===== config.mk =====
export PLATFORM = sky130hd
export DESIGN_NAME = fft_out_stream_flat
export DESIGN_NICKNAME = d
export VERILOG_FILES = /design/src/rtl/fft_out_stream_if.sv /design/src/rtl/fft_out_stream.sv /design/src/flat_wrapper.sv
export SDC_FILE = /design/constraint.sdc
export NUM_CORES = 1
export LEC_CHECK = 0
export ABC_AREA = 1
export BUFFER_PORTS_ARGS = -buffer_cell sky130_fd_sc_hd__clkbuf_2
export CAP_MARGIN = 10
export CORE_UTILIZATION = 54
export CTS_BUF_LIST = sky130_fd_sc_hd__clkbuf_16
export CTS_CLUSTER_DIAMETER = 150
export DETAILED_ROUTE_END_ITERATION = 12
export PLACE_DENSITY = 0.8
export REMOVE_ABC_BUFFERS = 1
export SLEW_MARGIN = 10
export SYNTH_ARGS = -nofsm -noshare
export SYNTH_HDL_FRONTEND = slang
export SYNTH_SLANG_ARGS = --single-unit

===== constraint.sdc =====
create_clock -name clk -period 2.14 [get_ports clk]
set_input_delay 0.107 -clock clk [delete_from_list [all_inputs] [get_ports clk]]
set_output_delay 0.107 -clock clk [all_outputs]
set_load 0.02 [all_outputs]

===== src/rtl/fft_out_stream_if.sv =====
// fft_out_stream_if: frame-in / bin-out handshake bundle.
// master: load, din, out_ready. slave: the streamer.
interface fft_out_stream_if #(
  parameter int LEN = 8
) ();
  localparam int LW = $clog2(LEN);

  logic              load;
  logic [LEN*32-1:0] din;
  logic              in_ready;
  logic              out_valid;
  logic              out_ready;
  logic [15:0]       out_re;
  logic [15:0]       out_im;
  logic [LW-1:0]     out_idx;
  logic              out_last;
  logic              overrun;

  modport master (
    output load, din, out_ready,
    input  in_ready, out_valid, out_re,
    input  out_im, out_idx, out_last, overrun
  );

  modport slave (
    input  load, din, out_ready,
    output in_ready, out_valid, out_re,
    output out_im, out_idx, out_last, overrun
  );
endinterface


===== src/rtl/fft_out_stream.sv =====
// fft_out_stream: latches one LEN-bin frame, streams one bin per beat.
// Ports: clk, rst_n (async low), bus (slave: load/din in, bin stream out).
module fft_out_stream #(
  parameter int LEN    = 8,
  parameter int BITREV = 0,
  parameter int SHIFT  = 0
) (
  input logic             clk,
  input logic             rst_n,
  fft_out_stream_if.slave bus
);
  localparam int LW = $clog2(LEN);
  localparam logic [LW-1:0] KLAST = LW'(LEN - 1);
  // Half an output LSB; zero when SHIFT is 0.
  localparam logic signed [16:0] RND =
    17'((2 ** SHIFT) >> 1);

  typedef enum logic {IDLE, STREAM} state_e;

  state_e               state_q, state_d;
  logic [LW-1:0]        k_q, k_d;
  logic [LEN-1:0][31:0] buf_q, buf_d;
  logic                 ovr_q, ovr_d;

  logic          at_last;
  logic          hs;
  logic          in_rdy;
  logic          accept;
  logic [LW-1:0] lane;

  function automatic logic [LW-1:0] bitrev(
    input logic [LW-1:0] v
  );
    logic [LW-1:0] r;
    for (int i = 0; i < LW; i++)
      r[i] = v[LW-1-i];
    return r;
  endfunction

  function automatic logic [15:0] scale(
    input logic [15:0] x
  );
    logic signed [16:0] s;
    s = $signed({x[15], x}) + RND;
    s = s >>> SHIFT;
    return s[15:0];
  endfunction

  assign at_last = (k_q == KLAST);
  assign hs      = (state_q == STREAM) && bus.out_ready;
  // Last-beat handshake frees the buffer in the same cycle.
  assign in_rdy  = (state_q == IDLE) || (hs && at_last);
  assign accept  = bus.load && in_rdy;

  always_ff @(posedge clk or negedge rst_n) begin
    if (!rst_n) begin
      state_q <= IDLE;
      k_q     <= '0;
      buf_q   <= '0;
      ovr_q   <= 1'b0;
    end else begin
      state_q <= state_d;
      k_q     <= k_d;
      buf_q   <= buf_d;
      ovr_q   <= ovr_d;
    end
  end

  always_comb begin
    state_d = state_q;
    k_d     = k_q;
    buf_d   = buf_q;
    ovr_d   = ovr_q | (bus.load & ~in_rdy);
    unique case (state_q)
      IDLE: begin
        if (accept) begin
          state_d = STREAM;
          k_d     = '0;
          buf_d   = bus.din;
        end
      end
      STREAM: begin
        if (hs) begin
          if (!at_last) begin
            k_d = k_q + 1'b1;
          end else if (accept) begin
            k_d   = '0;
            buf_d = bus.din;
          end else begin
            state_d = IDLE;
            k_d     = '0;
          end
        end
      end
      default: state_d = IDLE;
    endcase
  end

  always_comb begin
    lane          = (BITREV != 0) ? bitrev(k_q) : k_q;
    bus.in_ready  = in_rdy;
    bus.out_valid = (state_q == STREAM);
    bus.out_re    = scale(buf_q[lane][31:16]);
    bus.out_im    = scale(buf_q[lane][15:0]);
    bus.out_idx   = k_q;
    bus.out_last  = (state_q == STREAM) && at_last;
    bus.overrun   = ovr_q;
  end
endmodule


===== src/flat_wrapper.sv =====
// flat-port wrapper written by rule: the top's interface ports become plain ports
module fft_out_stream_flat 
#(
  parameter int LEN    = 8,
  parameter int BITREV = 0,
  parameter int SHIFT  = 0
)
  (clk, rst_n, bus_load, bus_din, bus_out_ready, bus_in_ready, bus_out_valid, bus_out_re, bus_out_im, bus_out_idx, bus_out_last, bus_overrun);
  fft_out_stream_if #(.LEN(LEN)) bus_i ();
  input logic clk;
  input logic rst_n;
  input wire logic [$bits(bus_i.load)-1:0] bus_load;
  input wire logic [$bits(bus_i.din)-1:0] bus_din;
  input wire logic [$bits(bus_i.out_ready)-1:0] bus_out_ready;
  output wire logic [$bits(bus_i.in_ready)-1:0] bus_in_ready;
  output wire logic [$bits(bus_i.out_valid)-1:0] bus_out_valid;
  output wire logic [$bits(bus_i.out_re)-1:0] bus_out_re;
  output wire logic [$bits(bus_i.out_im)-1:0] bus_out_im;
  output wire logic [$bits(bus_i.out_idx)-1:0] bus_out_idx;
  output wire logic [$bits(bus_i.out_last)-1:0] bus_out_last;
  output wire logic [$bits(bus_i.overrun)-1:0] bus_overrun;
  assign bus_i.load = bus_load;
  assign bus_i.din = bus_din;
  assign bus_i.out_ready = bus_out_ready;
  assign bus_in_ready = bus_i.in_ready;
  assign bus_out_valid = bus_i.out_valid;
  assign bus_out_re = bus_i.out_re;
  assign bus_out_im = bus_i.out_im;
  assign bus_out_idx = bus_i.out_idx;
  assign bus_out_last = bus_i.out_last;
  assign bus_overrun = bus_i.overrun;
  fft_out_stream #(.LEN(LEN), .BITREV(BITREV), .SHIFT(SHIFT)) u_core (.clk(clk), .rst_n(rst_n), .bus(bus_i));
endmodule

==> results of run 1 <==
Yosys cell counts (all sizes together):
library cell	instances
a21oi	1
nand3	129
o21ai	260
inv	261
ha	2
o21bai	1
nor2	1
buf	89
dfrtp	261
nand2	679
clkbuf	16
registers in the layout, indices dropped and copies added, names as in the netlist:
| register | count |
|---|---|
| u_core.bus.overrun | 1 |
| u_core.bus.out_idx | 3 |
| u_core.buf_q | 256 |
| u_core.bus.out_valid | 1 |
final cells by class:
| cell class | count | area share, % |
|---|---|---|
| diodes | 4 | 0.0537 |
| clock buffers | 28 | 3.76 |
| clock inverters | 15 | 0.523 |
| inverters | 261 | 5.32 |
| multi-input cells | 1073 | 25.0 |
| flip-flops and latches | 261 | 35.0 |
| well taps | 313 | 2.10 |
| repair buffers | 614 | 28.0 |
| repair inverters | 2 | 0.174 |
path summary, 6_finish.rpt:
kind / slack [ns] / cells after the start / start / end
max: -0.07 / 7 / u_core.bus.out_idx[0]$_DFFE_PN0P_ / bus_out_re[15]
min reg2reg: 0.50 / 1 / u_core.bus.overrun$_DFF_PN0_ / u_core.bus.overrun$_DFF_PN0_
min: 0.10 / 2 / rst_n / u_core.buf_q[90]$_DFFE_PN0P_
max reg2reg: 0.02 / 8 / u_core.bus.out_idx[0]$_DFFE_PN0P_ / u_core.buf_q[201]$_DFFE_PN0P_
max in group asynchronous: 1.24 / 3 / rst_n / u_core.buf_q[205]$_DFFE_PN0P_
min in group clk: 0.30 / 4 / bus_din[8] / u_core.buf_q[8]$_DFFE_PN0P_
placed cells by master, fill, tap and decap left out, types with 24 or more instances in the layout:
cell             n
nand3_1        119
nand2_1        654
dfrtp_1        258
inv_1          264
clkbuf_16       38
nand2_2         24
dlygate4sd3_1  259
o21ai_0        259
clkbuf_2       270
buf_6           24
stage by stage:
step / util (%) / power, mW / area [um2] / setup WS (ns)
finish: 81.4 / 25.3 / 18700 / -0.0716
global route: 81.4 / 26.7 / 18600 / -0.0945
CTS: 77.9 / 22.6 / 17800 / 0.0108
detailed placement: 63.0 / 17.7 / 14400 / 0.295
global placement: 63.0 / 17.4 / 14400 / 0.351
floorplan: - / 14.7 / 12100 / -6.60
report_power, final:
part | total, mW | internal, mW | switching, mW
clock network | 4.42 | 2.45 | 1.97
logic | 12.6 | 4.70 | 7.86
registers | 8.32 | 7.39 | 0.927
total | 25.3 | 14.5 | 10.8
routing by layer:
metal	track usage, %	vias to the layer above	share of wire, %
li1	-	6259	-
met1	41.3	6532	34
met2	60.6	1154	48
met3	7.36	312	11
met4	22.1	0	7.0
met5	0	-	0
logic make-up (layout without fill, tap and decap cells):
kind of cell	count (synthesis)	count (layout)
simple gates	809	809
buf+inv	366	920
fa+ha+maj	2	2
other cells	0	4
flops	261	261
compound gates	262	262
what timing repair did:
item | in CTS | in global routing
resized for setup | 6 | 134
setup endpoints to repair | 32 | 35
hold buffers | 259 | 0
pin swaps | 0 | 17
cloned | 0 | 18
setup buffers | 0 | 8
endpoints found under the hold margin | 493 | 0
==> metrics.yaml, run 1 <==
sta:
  rsz0062_at_grt: "yes"
  fin_skew_ns: 0.0253
  finalMaxSlewViolations: 0
  slew_headroom_pct: 58.5
  period_share_pct: 103
  timing.fmax_mhz: 452
  min_period_ns: 2.21
  worst_slew_pin_slew_ns: 0.623
  fin_ws_ns: -0.0716
  hold_ws_ns: 0.100
  tns_ns: -0.144
  hold_violations: 0
  setup_violations: 6
clock_tree:
  clk_path_buf_depth: 3
  clk_latency_ns: 0.55
  cts_sinks: 261
  cts_buffers: 28
  root_buffer: "clkbuf_16"
  cts.clk_slew.worst_paths_ns: 0.06
  cts_tree: "yes"
  htreeDepth: 1
run_status:
  status: "complete, but fails checks"
  violations: "negative setup slack"
cells_and_area:
  synthToLayoutAreaGrowth_pct: 46.5
  nNetsFinal: 2503
  multi_input_area_um2: 4670
  fill_cells: 1283
  final_cells: 2571
  drive_gt1_share_pct: 19.1
  regArea_um2: 6540
worst_setup_path:
  cp-end-kind: "primary output"
  crit_type: "reg -> out"
  cp.required_ns: 2.03
  cpMostUsedCell: "nand2_1"
  max_stage_delay_ns: 0.58
  crit_arrival_ns: 2.10
  path_max_fanout: 26
  start_kind: "flop"
  path_delay_family: "flip-flops"
  cpMaxStageDelayCell: "dfrtp_4"
  crit_chain: "buf_16 > nand2_1 > nand3_1 > nand2_1 > nand2_1 > nand2_1 > buf_2"
  path_buf_inv: 2
place:
  dp_hpwl_um: 20800
  dp.cells: 2239
  io_buffers: 298
  gp_routability_congestion: 0.807
route:
  drt-total-wl_um: 48300
  drc: 0
  vias_per_cell: 5.55
  post_drt_wl_per_cell_um: 18.8
  dr.pass1.iters: 8
  vias: 14300
  drt_iter0_markers: 1703
  postRouteAntennaNets: 0
min_path:
  min_path_type: "in -> async"
floorplan:
  start_util_pct: 55.6
  die_x_um: 156
  core_um2: 22900
  fp.dieH_um: 156
  dieArea_um2: 24200
  num_io_pins: 299
  rows: 55
yosys:
  yosys.area_share.simple_pct: 25.1
  ys_warn_count: 0
  synth_top_family_by_area: "simple AND/OR/NAND/NOR gates"
  avgSynthCellArea_um2: 7.49
  synth_area_leader_cell: "dfrtp_1"
  synth_compound_area_share_pct: 10.4
  synth.area.mux_share_pct: 0
  ys_ff_latch: 261
  synthTopCellsByArea: "dfrtp_1, nand2_1, o21ai_0, inv_1, nand3_1"
  synth_top_area_share_pct: 51.3
  yosys.area_share.xor_xnor_pct: 0
  syn_inst: 1700
  synth.distinct_cells: 14
  synth_seq_area_share_pct: 51.3
  synth_area_um2: 12700
  synthAdderAreaFrac_pct: 0.197
run:
  drv_cap: 0
global_route:
  antenna_found_initial: 3
  grt_pass1_vias: 13900
  grt-ovfl-total: 0
  grt_max_degree: 79
  grt_pass1_wl_um: 67800
  grt_use_total_pct: 35.6
pwr:
  power_density_nw_per_um2: 1360
  p_leak_nw: 9.62
  ir_drop_mv: 0.790
Power figures use the tool's default switching activity.
==> run 2: changes to the inputs <==
Settings changed: CELL_PAD_IN_SITES_DETAIL_PLACEMENT set to 0, CELL_PAD_IN_SITES_GLOBAL_PLACEMENT set to 2, CORE_UTILIZATION 54 to 30, PLACE_DENSITY 0.8 to unset, PLACE_DENSITY_LB_ADDON set to 0.1.
==> run 2 against run 1 <==
  * The run now ends clean
  * Clock power is 17% higher
  * Critical path depth is 1 higher
  * Via count is 13% lower
  * Critical endpoint is now bus_out_im[7]
  * Final cell count is 9.6% higher
  * Worst hold slack worse by 0.0033 ns
  * Register-to-register slack better by 0.16 ns
  * Combinational power is 4% lower
  * Utilization is 36 points lower
  * Wire length is 4.1% lower
  * Global-route usage is 15 points lower
  * Fmax is 6.2% higher
  * Worst setup slack better by 0.13 ns
==> metrics.yaml, run 2 (same netlist as run 1, synthesis figures left out) <==
worst_setup_path:
  max_stage_delay_ns: 0.51  # -0.07 ns
  cp.required_ns: 2.03  # about the same
  r2r_start: "u_core.bus.out_idx[0]$_DFFE_PN0P_"
  cpMaxStageDelayCell: "dfrtp_4"
  crit_chain: "buf_6 > clkbuf_16 > nand2_1 > nand3_1 > nand2_1 > nand2_1 > nand2_1 > buf_2"
  crit_arrival_ns: 1.98  # -0.12 ns
  path_max_fanout: 13  # -50%
  cp-end-kind: "primary output"
  startpoint: "u_core.bus.out_idx[0]$_DFFE_PN0P_"
  cpMostUsedCell: "nand2_1"
  start_kind: "flop"
  crit_type: "reg -> out"
cells_and_area:
  synthToLayoutAreaGrowth_pct: 50.6
  final_cell_mix: "nand2_1, inv_1, clkbuf_2, o21ai_0, dlygate4sd3_1"
  drive_gt1_share_pct: 18.7  # -0.40 points
  regMostFlops: "u_core.buf_q"
  largest_register_ffs: 256  # unchanged
  nNetsFinal: 2514  # +0.44%
  mostFrequentLayoutCell: "nand2_1"
sta:
  hold_violations: 0  # unchanged
  finalMaxSlewViolations: 0  # unchanged
  rsz0062_at_grt: "yes"
  period_share_pct: 97.4  # -6.0 points
  slew_headroom_pct: 69.0  # +10 points
  timing.fmax_mhz: 480  # +6.2%
  fin_skew_ns: 0.0158  # -0.00952 ns
  setup_violations: 0  # -6
  tns_ns: 0  # +0.144 ns
  min_period_ns: 2.08  # -0.128 ns
  worst_slew_pin_slew_ns: 0.466  # -0.157 ns
clock_tree:
  clk_latency_ns: 0.52  # -0.03 ns
  cts.clk_slew.worst_paths_ns: 0.06  # about the same
  htreeDepth: 2  # +1
  cts_sinks: 261  # unchanged
  root_buffer: "clkbuf_16"
  cts_buffers: 35  # +25%
  clk_path_buf_depth: 3  # unchanged
  cts_tree: "yes"
global_route:
  grt_use_total_pct: 20.2  # -15 points
  grt_pass1_wl_um: 68400  # +1.0%
  antenna_found_initial: 3  # unchanged
  grt_max_degree: 102  # +29%
  grt_pass1_vias: 12600  # -9.7%
  grt-ovfl-total: 0  # unchanged
floorplan:
  die_x_um: 208  # +34%
  fp.dieH_um: 208  # +34%
  num_io_pins: 299  # unchanged
  rows: 75  # +36%
  start_util_pct: 30.4  # -25 points
  dieArea_um2: 43300  # +79%
  core_um2: 41900  # +83%
min_path:
  min_path_type: "in -> async"
run:
  drv_cap: 0  # unchanged
route:
  vias: 12400  # -13%
  post_drt_wl_per_cell_um: 16.5  # -12%
  dr.pass1.iters: 5  # -3
  drc: 0  # unchanged
  drt-total-wl_um: 46400  # -4.1%
  drt_iter0_markers: 576  # -66%
  postRouteAntennaNets: 0  # unchanged
  vias_per_cell: 4.41  # -21%
run_status:
  status: "complete, no violations"
place:
  io_buffers: 298  # unchanged
  dp_hpwl_um: 26300  # +26%
  gp_routability_congestion: 0.745  # -7.8%
pwr:
  ir_drop_mv: 0.632  # -20%
  power_density_nw_per_um2: 1320  # -2.7%
  p_leak_nw: 9.77  # +1.6%
  total_power_mw: 25.3  # about the same
==> run 2: cell types whose count changed in the layout (fill, tap and decap cells not counted), moves of 2 or more <==
cell and delta:
buf_6 -11, clkinv_8 -2, nand3_1 +7, buf_4 +11
clkbuf_2 -3, nand3_2 -7, nand2_2 -7, clkbuf_16 +12
inv_1 +7, clkinv_1 +4, nand2_1 +8
==> run 2: path summary, 6_finish.rpt <==
kind                       slack (ns)  cells past startpoint                             to
max in group asynchronous        1.32                      3   u_core.buf_q[57]$_DFFE_PN0P_
min in group clk                 0.32                      4  u_core.buf_q[241]$_DFFE_PN0P_
max reg2reg                      0.18                      8  u_core.buf_q[116]$_DFFE_PN0P_
min reg2reg                      0.49                      1   u_core.bus.overrun$_DFF_PN0_
min                               0.1                      2   u_core.buf_q[58]$_DFFE_PN0P_
max                              0.06                      8                  bus_out_im[7]
==> run 2: critical path: cells and delay by family (launching register included) <==
family | cells | cell delay (ns)
simple gates | 5 | 0.39
buf+inv | 3 | 0.54
flops | 1 | 0.51
==> run 2: area by class of cell <==
cell class / count / area, um2
tap: 539 / 674
fill: 4294 / 22800
clock buffer: 35 / 876
antenna: 3 / 7.51
sequential: 261 / 6540
timing repair buffer: 618 / 5340
multi-input combinational: 1073 / 4610
timing repair inverter: 2 / 27.5
inverter: 261 / 1010
clock inverter: 25 / 101
==> run 2: power by group <==
| part | internal [mW] | switching [mW] |
|---|---|---|
| Clock | 2.94 | 2.22 |
| Combinational | 4.84 | 7.29 |
| Sequential | 7.38 | 0.641 |
==> run 2: what timing repair did <==
action,4_1_cts,5_1_grt
setup endpoints to repair,32,187
hold buffers,259,0
pin swaps,0,9
resized for setup,15,103
hold endpoints to repair,522,0
setup buffers,2,8
gates cloned,2,20
==> run 2: stage by stage <==
step / cell area, um2 / cells / worst slack [ns] / utilization (%) / hold WS [ns]
finish: 19200 / 2817 / 0.0566 / 45.7 / 0.0969
global route: 19200 / 2816 / -0.0440 / 45.7 / 0.0988
CTS: 18500 / 2787 / -0.0253 / 44.0 / 0.0761
detailed placement: 14700 / 2464 / 0.137 / 35.1 / 0.0456
global placement: 14700 / 2464 / 0.204 / 35.1 / 0.0541
floorplan: 12100 / 1595 / -6.60 / - / -0.189
==> run 2: per-layer routing <==
metal  vias up  track usage (%)  share of wire, %  wire length [um]
met1      5818             27.0                48             22200
met4         0             6.74               2.3              1090
met5         -                0                 0                 0
li1       6291                -                 -                 -
met3        63             3.15               3.8              1740
met2       238             33.2                46             21400
==> run 3: changes to the inputs <==
==> constraint.sdc (replaced) <==
create_clock -name clk -period 2.14 [get_ports clk]
set_input_delay 0 -clock clk [delete_from_list [all_inputs] [get_ports clk]]
set_output_delay 0 -clock clk [all_outputs]
set_load 0.02 [all_outputs]
==> run 3 against run 2 <==
  * Final cell count rose by 0.21%
  * Highest routed layer unchanged
  * Utilization grew 0.44 points
  * Wire length rose by 2.1%
  * Via count is essentially flat
  * Largest cell class unchanged
  * Total power up 0.59%
  * Worst setup slack got worse by 0.011 ns
  * Non-clock buffer count grew 13
  * Sequential power about the same
  * Critical path depth rose by 3
  * Register-to-register slack worse by 0.13 ns
==> metrics.yaml, run 3 (same netlist as run 1, synthesis figures left out) <==
run_status:
  status: "complete, no violations"
worst_setup_path:
  path_buf_inv: 5  # +2
  worstRegToRegCells: 11  # +3
  cpMaxStageDelayCell: "dfrtp_4"
  path_max_fanout: 25  # +12
  cpMostUsedCell: "buf_12"
  crit_chain: "buf_4 > ha_1 > ha_2 > nand2_2 > a21oi_4 > buf_12 > buf_12 > clkbuf_16 > buf_12 > nand2_1 > o21ai_0"
  crit_type: "reg -> reg"
  cp.required_ns: 2.55  # +0.52 ns
  start_kind: "flop"
  crit_arrival_ns: 2.50  # +0.52 ns
  max_stage_delay_ns: 0.50  # about the same
  reg2reg_to: "u_core.buf_q[86]$_DFFE_PN0P_"
  r2r_start: "u_core.bus.out_idx[1]$_DFFE_PN0P_"
  path_delay_family: "buffers and inverters"
  r2r_slack_ns: 0.05  # -0.13 ns
  cp-end-kind: "flop"
route:
  vias: 12400  # +0.032%
  vias_per_cell: 4.40  # -0.18%
  met2_length_um: 22300  # +4.0%
  met1Wirelength_um: 22600  # +1.8%
  postRouteAntennaNets: 0  # unchanged
  dr.pass1.iters: 6  # +1
  dr_wl_met3_um: 1600  # -8.0%
  drc: 0  # unchanged
  post_drt_wl_per_cell_um: 16.8  # +1.8%
  highest_layer: "met4"
  drt_iter0_markers: 688  # +19%
  drt-total-wl_um: 47300  # +2.1%
global_route:
  grt_pass1_wl_um: 71200  # +4.0%
  grt_max_degree: 77  # -25%
  antenna_found_initial: 2  # -1
  grt_pass1_vias: 12600  # -0.10%
  grt-ovfl-total: 0  # unchanged
  grt_use_total_pct: 21.4  # +1.2 points
floorplan:
  num_io_pins: 299  # unchanged
  fp.dieH_um: 208  # unchanged
  rows: 75  # unchanged
  core_um2: 41900  # unchanged
  die_x_um: 208  # unchanged
  start_util_pct: 30.4  # unchanged
  dieArea_um2: 43300  # unchanged
cells_and_area:
  regMostFlops: "u_core.buf_q"
  final_core_util_pct: 46.1  # +0.44 points
  final_cells: 2823  # +0.21%
  drive_gt1_share_pct: 18.5  # -0.23 points
  synthToLayoutAreaGrowth_pct: 52.0
  fill_cells: 4340  # +1.1%
  regArea_um2: 6540  # unchanged
  nNetsFinal: 2524  # +0.40%
  multi_input_area_um2: 4560  # -1.0%
  largest_register_ffs: 256  # unchanged
  finalInstanceArea_um2: 19400  # +0.95%
  mostFrequentLayoutCell: "nand2_1"
  final_cell_mix: "nand2_1, clkbuf_2, inv_1, dlygate4sd3_1, dfrtp_1"
pwr:
  p_sw_mw: 10.2  # +0.36%
  power_density_nw_per_um2: 1320  # -0.36%
  ir_drop_mv: 0.707  # +12%
  p_sw_share_pct: 40.0  # -0.089 points
  power.internal_mw: 15.3  # +0.74%
  p_leak_nw: 9.87  # +0.95%
  combPwrFrac_pct: 47.7  # -0.2 points
  p_clk_share_pct: 20.7  # +0.3 points
  p_seq_share_pct: 31.5  # -0.2 points
clock_tree:
  root_buffer: "clkbuf_16"
  cts.clk_slew.worst_paths_ns: 0.06  # about the same
  cts_buffers: 34  # -2.9%
  clk_path_buf_depth: 3  # unchanged
  clk_latency_ns: 0.53  # about the same
  cts_sinks: 261  # unchanged
  cts_tree: "yes"
  htreeDepth: 2  # unchanged
place:
  dp.cells: 2467  # +0.12%
  io_buffers: 298  # unchanged
  place_area_um2: 14800  # +0.41%
  gp_routability_congestion: 0.732  # -1.7%
  dp_hpwl_um: 25300  # -3.8%
sta:
  timing.fmax_mhz: 478  # -0.51%
  fin_skew_ns: 0.0130  # -0.00280 ns
  finalMaxSlewViolations: 0  # unchanged
  slew_headroom_pct: 56.7  # -12 points
  period_share_pct: 97.9  # +0.50 points
  hold_violations: 0  # unchanged
  rsz0062_at_grt: "yes"
  worst_slew_pin_slew_ns: 0.650  # +0.184 ns
  setup_violations: 0  # unchanged
  min_period_ns: 2.09  # +0.0108 ns
run:
  drv_cap: 0  # unchanged
min_path:
  min_path_type: "in -> async"
run 3: worst reg2reg max path: stages (launching register included):
cell       delay, ns
dfrtp_4         0.50
buf_4           0.17
ha_1            0.18
ha_2            0.19
nand2_2         0.09
a21oi_4         0.09
buf_12          0.16
buf_12          0.12
clkbuf_16       0.16
buf_12          0.16
nand2_1         0.08
o21ai_0         0.08
run 3: how the worst max path moves through the flow:
stage	start	endpoint	slack (ns)	depth (start not counted)
5_1_grt	u_core.bus.out_idx[1]$_DFFE_PN0P_	u_core.buf_q[203]$_DFFE_PN0P_	-0.02	11
6_report	u_core.bus.out_idx[1]$_DFFE_PN0P_	u_core.buf_q[86]$_DFFE_PN0P_	0.05	11
2_1_floorplan	u_core.bus.out_idx[0]$_DFFE_PN0P_	u_core.buf_q[0]$_DFFE_PN0P_	-6.60	5
3_5_place_dp	u_core.bus.out_idx[1]$_DFFE_PN0P_	u_core.buf_q[150]$_DFFE_PN0P_	0.19	7
4_1_cts	u_core.bus.out_idx[0]$_DFFE_PN0P_	bus_out_im[14]	0.006	10
3_3_place_gp	u_core.bus.out_idx[0]$_DFFE_PN0P_	u_core.buf_q[228]$_DFFE_PN0P_	0.25	8
run 3: cell type report:
class | count | area share (%)
timing repair buffer | 631 | 28.7
clock buffer | 37 | 4.78
antenna | 2 | 0.0259
inverter | 261 | 5.26
clock inverter | 19 | 0.401
multi-input combinational | 1073 | 23.5
tap | 539 | 3.48
sequential | 261 | 33.8
run 3: layer usage:
metal	up-vias	global-route usage (%)
li1	6316	-
met1	5799	29.0
met2	242	35.5
met3	57	3.11
met4	0	5.93
met5	-	0
run 3: power groups by stage:
stage / Clock (mW) / Combinational, mW / Sequential, mW
floorplan: 0 / 6.41 / 8.34
global placement: 0 / 10.0 / 8.05
detailed placement: 0 / 10.1 / 8.10
CTS: 5.46 / 12.0 / 8.03
global route: 5.64 / 13.7 / 8.27
finish: 5.28 / 12.2 / 8.03
run 3: repair_timing:
item,4_1_cts,5_1_grt
hold buffers,260,0
gates cloned,13,11
gates resized for setup,27,49
hold endpoints to repair,461,0
pin swaps,0,4
setup endpoints to repair,32,134
setup buffers,8,9
run 3: metrics by stage:
| stage | hold slack, ns | power [mW] | TNS, ns | setup WS [ns] |
|---|---|---|---|---|
| final | 0.0421 | 25.5 | 0 | 0.0459 |
| after global routing | 0.0952 | 27.6 | -0.108 | -0.0185 |
| after CTS | 0.0235 | 25.5 | 0 | 0.00556 |
| after detailed placement | 0.00378 | 18.2 | 0 | 0.195 |
| after global placement | 0.000000833 | 18.1 | 0 | 0.254 |
| after floorplan | -0.296 | 14.7 | -1803.68 | -6.60 |
